[config.mk]
export PLATFORM = sky130hd
export DESIGN_NAME = tail_input_conditioner
export DESIGN_NICKNAME = d
export VERILOG_FILES = /design/src/rtl/tail_input_conditioner.sv
export SDC_FILE = /design/constraint.sdc
export NUM_CORES = 1
export LEC_CHECK = 0
export BUFFER_PORTS_ARGS = -buffer_cell sky130_fd_sc_hd__buf_4
export CORE_UTILIZATION = 30
export DETAILED_ROUTE_END_ITERATION = 8
export PLACE_DENSITY = 0.48
export SKIP_LAST_GASP = 1
export SLEW_MARGIN = 5
export SYNTH_ARGS = -nofsm -noshare
export SYNTH_HDL_FRONTEND = slang
export SYNTH_SLANG_ARGS = --single-unit
export TNS_END_PERCENT = 10
[constraint.sdc]
create_clock -name clk -period 2 [get_ports clk]
set_input_delay 0 -clock clk [delete_from_list [all_inputs] [get_ports clk]]
set_output_delay 0 -clock clk [all_outputs]
set_load 0.02 [all_outputs]
[src/rtl/tail_input_conditioner.sv]
// Tail-light front end: 2-flop sync + debounce of four switches and a blink-rate step pulse.
// Optional macro TAIL_BRAKE_FASTPATH_EN lets a brake press bypass debounce (release stays debounced).
module tail_input_conditioner #(
  parameter int DEBOUNCE_CYCLES = 500000,
  parameter int TICK_DIV        = 12500000
) (
  input  logic clk,
  input  logic rst,
  input  logic left_raw,
  input  logic right_raw,
  input  logic brake_raw,
  input  logic hazard_raw,
  output logic left,
  output logic right,
  output logic brake,
  output logic hazard,
  output logic step
);

  localparam int CW = (DEBOUNCE_CYCLES > 1) ? $clog2(DEBOUNCE_CYCLES) : 1;
  localparam int TW = $clog2(TICK_DIV);
  localparam logic [CW-1:0] CNT_LAST  = CW'(DEBOUNCE_CYCLES - 1);
  localparam logic [TW-1:0] TICK_LAST = TW'(TICK_DIV - 1);

  // bit order: 0 left, 1 right, 2 brake, 3 hazard
  logic [3:0]    raw;
  logic [3:0]    s1;
  logic [3:0]    s2;
  logic [3:0]    db;
  logic [3:0]    db_nxt;
  logic [CW-1:0] cnt     [4];
  logic [CW-1:0] cnt_nxt [4];
  logic [TW-1:0] tick;
  logic          step_q;
  logic          ctl_change;

  assign raw = {hazard_raw, brake_raw, right_raw, left_raw};

  always_ff @(posedge clk or negedge rst) begin
    if (!rst) begin
      s1 <= '0;
      s2 <= '0;
    end else begin
      s1 <= raw;
      s2 <= s1;
    end
  end

  always_comb begin
    db_nxt = db;
    for (int i = 0; i < 4; i++) begin
      cnt_nxt[i] = '0;
      if (s2[i] != db[i]) begin
        if (cnt[i] == CNT_LAST) db_nxt[i] = s2[i];
        else                    cnt_nxt[i] = cnt[i] + CW'(1);
      end
    end
`ifdef TAIL_BRAKE_FASTPATH_EN
    if (s2[2] && !db[2]) begin
      db_nxt[2]  = 1'b1;
      cnt_nxt[2] = '0;
    end
`endif
    ctl_change = |(db_nxt ^ db);
  end

  always_ff @(posedge clk or negedge rst) begin
    if (!rst) begin
      db <= '0;
      for (int i = 0; i < 4; i++) cnt[i] <= '0;
    end else begin
      db <= db_nxt;
      for (int i = 0; i < 4; i++) cnt[i] <= cnt_nxt[i];
    end
  end

  // A control change restarts the cadence so the new mode shows at once.
  always_ff @(posedge clk or negedge rst) begin
    if (!rst) begin
      tick   <= '0;
      step_q <= 1'b0;
    end else if (ctl_change || tick == TICK_LAST) begin
      tick   <= '0;
      step_q <= 1'b1;
    end else begin
      tick   <= tick + TW'(1);
      step_q <= 1'b0;
    end
  end

  assign left   = db[0];
  assign right  = db[1];
  assign brake  = db[2];
  assign hazard = db[3];
  assign step   = step_q;

endmodule
==> impl_metrics.py <==
metrics = {
    "outcome": {
        "status": "finished, final reports clean",
    },
    "timing": {
        "worst_pin_slew_ns": 0.349,
        "whs_ns": 0.0468,
        "timing.fmax_mhz": 536,
        "period_share": 0.934,
        "slew_headroom": 0.764,
        "rsz0062_at_grt": "yes",
        "finalSetupViolCount": 0,
        "fin_crit_ns": 1.87,
        "worst_slack_ns": 0.133,
        "drv_slew": 0,
        "fin_setup_tns_ns": 0,
        "clock_skew_ns": 0.00645,
        "hold_viol": 0,
    },
    "critical_path": {
        "slowest_delay_ns": 0.40,
        "crit_family": "simple AND/OR/NAND/NOR gates",
        "path_max_fanout": 25,
        "critPathBufInv": 1,
        "crit_arrival_ns": 2.15,
        "crit_start": "cnt[38]",
        "required_ns": 2.29,
        "crit_type": "reg -> reg",
        "critPathCaptureType": "register",
        "r2r_start": "cnt[38]",
        "start_kind": "register",
        "slowest_stage": "dfrtp_1",
        "path_cells": "ha_1, and4_1, nand4_1, o221ai_2, buf_12, or2_2",
    },
    "clocking": {
        "cts_made_buffers": 17,
        "cts.clk_slew.worst_paths_ns": 0.05,
        "insertion_delay_ns": 0.41,
        "cts_setup_buffers": 0,
        "clockRootBuffer": "clkbuf_16",
        "cts_buffer_depth": 2,
        "cts_tree": "yes",
        "clkSinkCount": 113,
        "h-tree-depth": 4,
    },
    "placement": {
        "portBuffers": 10,
        "gp_congestion": 0.722,
        "place_ws_ns": 0.0993,
        "hpwl_um": 6970,
    },
    "routing": {
        "drt-wirelength-per-cell_um": 13.0,
        "drt-pass1-iter-count": 4,
        "drcViolationCount": 0,
        "drtIter0Drc": 178,
        "ant_nets": 0,
        "dr_total_vias": 3739,
        "wl_um": 10400,
        "viasPerCell": 4.67,
    },
    "cells_and_area": {
        "nets": 574,
        "drive_above_1_share": 0.125,
        "area_growth_pct": 19.7,
        "final_util": 0.371,
        "n_antenna_cell": 0,
    },
    "yosys": {
        "syn_area_sq_um": 5400,
        "yosys.area_share.simple": 0.269,
        "synth_top_flop_cell": "dfrtp_1",
        "muxShareOfSynthArea": 0.00835,
        "ys_warn_count": 0,
        "yosys.area_share.adder": 0.0116,
        "yosysUniqueCellTypes": 38,
        "synthCells": 528,
        "yosysSeqAreaShare": 0.524,
        "synth_top_family_by_area": "simple AND/OR/NAND/NOR gates",
        "synth_nets": 539,
        "synth_compound_area_frac": 0.00441,
        "async_flop_share": 1.00,
        "synth_enable_flop_cells": 0,
        "synth-seq-cells": 113,
        "avgSynthCellArea_sq_um": 10.2,
        "synth_xor_area_frac": 0.153,
    },
    "job": {
        "cap_viol_max_count": 0,
    },
    "global_route": {
        "grt_antenna_before_repair": 0,
        "grt_max_degree": 37,
        "grt_use_total": 0.127,
        "grt_pass1_vias": 3885,
        "globalRouteOverflowTotal": 0,
        "grt_pass1_wl_um": 18300,
    },
    "power_and_ir_drop": {
        "power_density_nw_per_um2": 855,
        "power.total_w": 0.00552,
        "ir_worst_vdd_uv": 566,
        "leakage_nw": 2.73,
    },
    "floorplan": {
        "placementRows": 48,
        "fp.dieArea_sq_um": 18500,
        "core_area_sq_um": 17400,
        "die_h_um": 136,
        "die_w_um": 136,
        "io_pins": 11,
        "initial_core_util": 0.310,
    },
    "worst_hold_path": {
        "hold_class": "in -> async",
    },
}
==> metal layers <==
layer | GRT usage | vias to the layer above | routed length (um)
met5 | 0 | - | 0
met4 | 0.0469 | 0 | 108
met3 | 0.0418 | 9 | 323
met2 | 0.199 | 35 | 4850
met1 | 0.162 | 1827 | 5150
li1 | - | 1868 | -
==> cell type report <==
| cell class | instances | area (sq um) |
|---|---|---|
| tap | 225 | 282 |
| sequential | 113 | 2830 |
| timing repair buffer | 30 | 275 |
| inverter | 17 | 63.8 |
| multi-input combinational | 384 | 2410 |
| clock buffer | 21 | 460 |
| clock inverter | 11 | 136 |
| fill | 1736 | 11000 |
==> kinds of logic after synthesis <==
family,Yosys count
and+or+nand+nor,279
AOI/OAI and AO/OA,2
DFF,113
buffers and inverters,31
adders and majority gates,5
muxes,4
xor gates and xnor gates,94
==> where the power goes <==
group | switching [W] | internal [W]
Sequential | 0.0000268 | 0.00232
Combinational | 0.0000930 | 0.0000499
Clock | 0.00103 | 0.00201
==> final timing paths <==
check	endpoint	slack (ns)	cells past startpoint
max	step	0.13	6
min	cnt[48]	0.05	2
max reg2reg	step	0.13	6
min reg2reg	s2[3]	0.35	0
max in group asynchronous	cnt[4]	1.31	3
min in group clk	s1[3]	0.24	2
==> layout by cell type, fill, tap and decap left out, types with 10 or more instances in the layout <==
cell       count
and4_1        10
inv_1         17
nor2_1        94
nand4_1       23
buf_4         22
xor2_1        40
and3_1        10
nand3_1       32
nand2_1       26
clkbuf_16     17
xnor2_1       54
nor3_1        38
dfrtp_1      113
nor4_1        10
==> flip-flops by register name (all words and copies together), names as in the netlist <==
| signal | count |
|---|---|
| step | 1 |
| db | 4 |
| cnt | 76 |
| s2 | 4 |
| s1 | 4 |
| tick | 24 |
==> Yosys cell counts (all sizes together), types with 4 or more instances <==
master | instances | area [sq um]
nand3 | 33 | 170
nor4 | 11 | 75.1
xor2 | 40 | 350
nor4b | 7 | 61.3
ha | 5 | 62.6
dfrtp | 113 | 2830
xnor2 | 54 | 473
buf | 13 | 91.3
and2 | 4 | 25.0
nand2 | 26 | 97.6
nand4 | 24 | 156
or2 | 6 | 37.5
nor2 | 95 | 359
and4 | 10 | 87.6
mux2 | 4 | 45.0
and3 | 10 | 62.6
inv | 17 | 63.8
nor3 | 39 | 206
==> metrics by stage <==
step	cell area [sq um]	instances
floorplan	5400	528
global placement	5810	764
detailed placement	5810	764
CTS	6450	801
global route	6460	801
finish	6460	801
==> repair_timing <==
action                                 4_1_cts  5_1_grt
setup endpoints to repair                    0       35
endpoints found under the hold margin      117        0
hold buffers                                 5        0
gates resized for setup                      0        1
(Power assumes the default switching activity.)
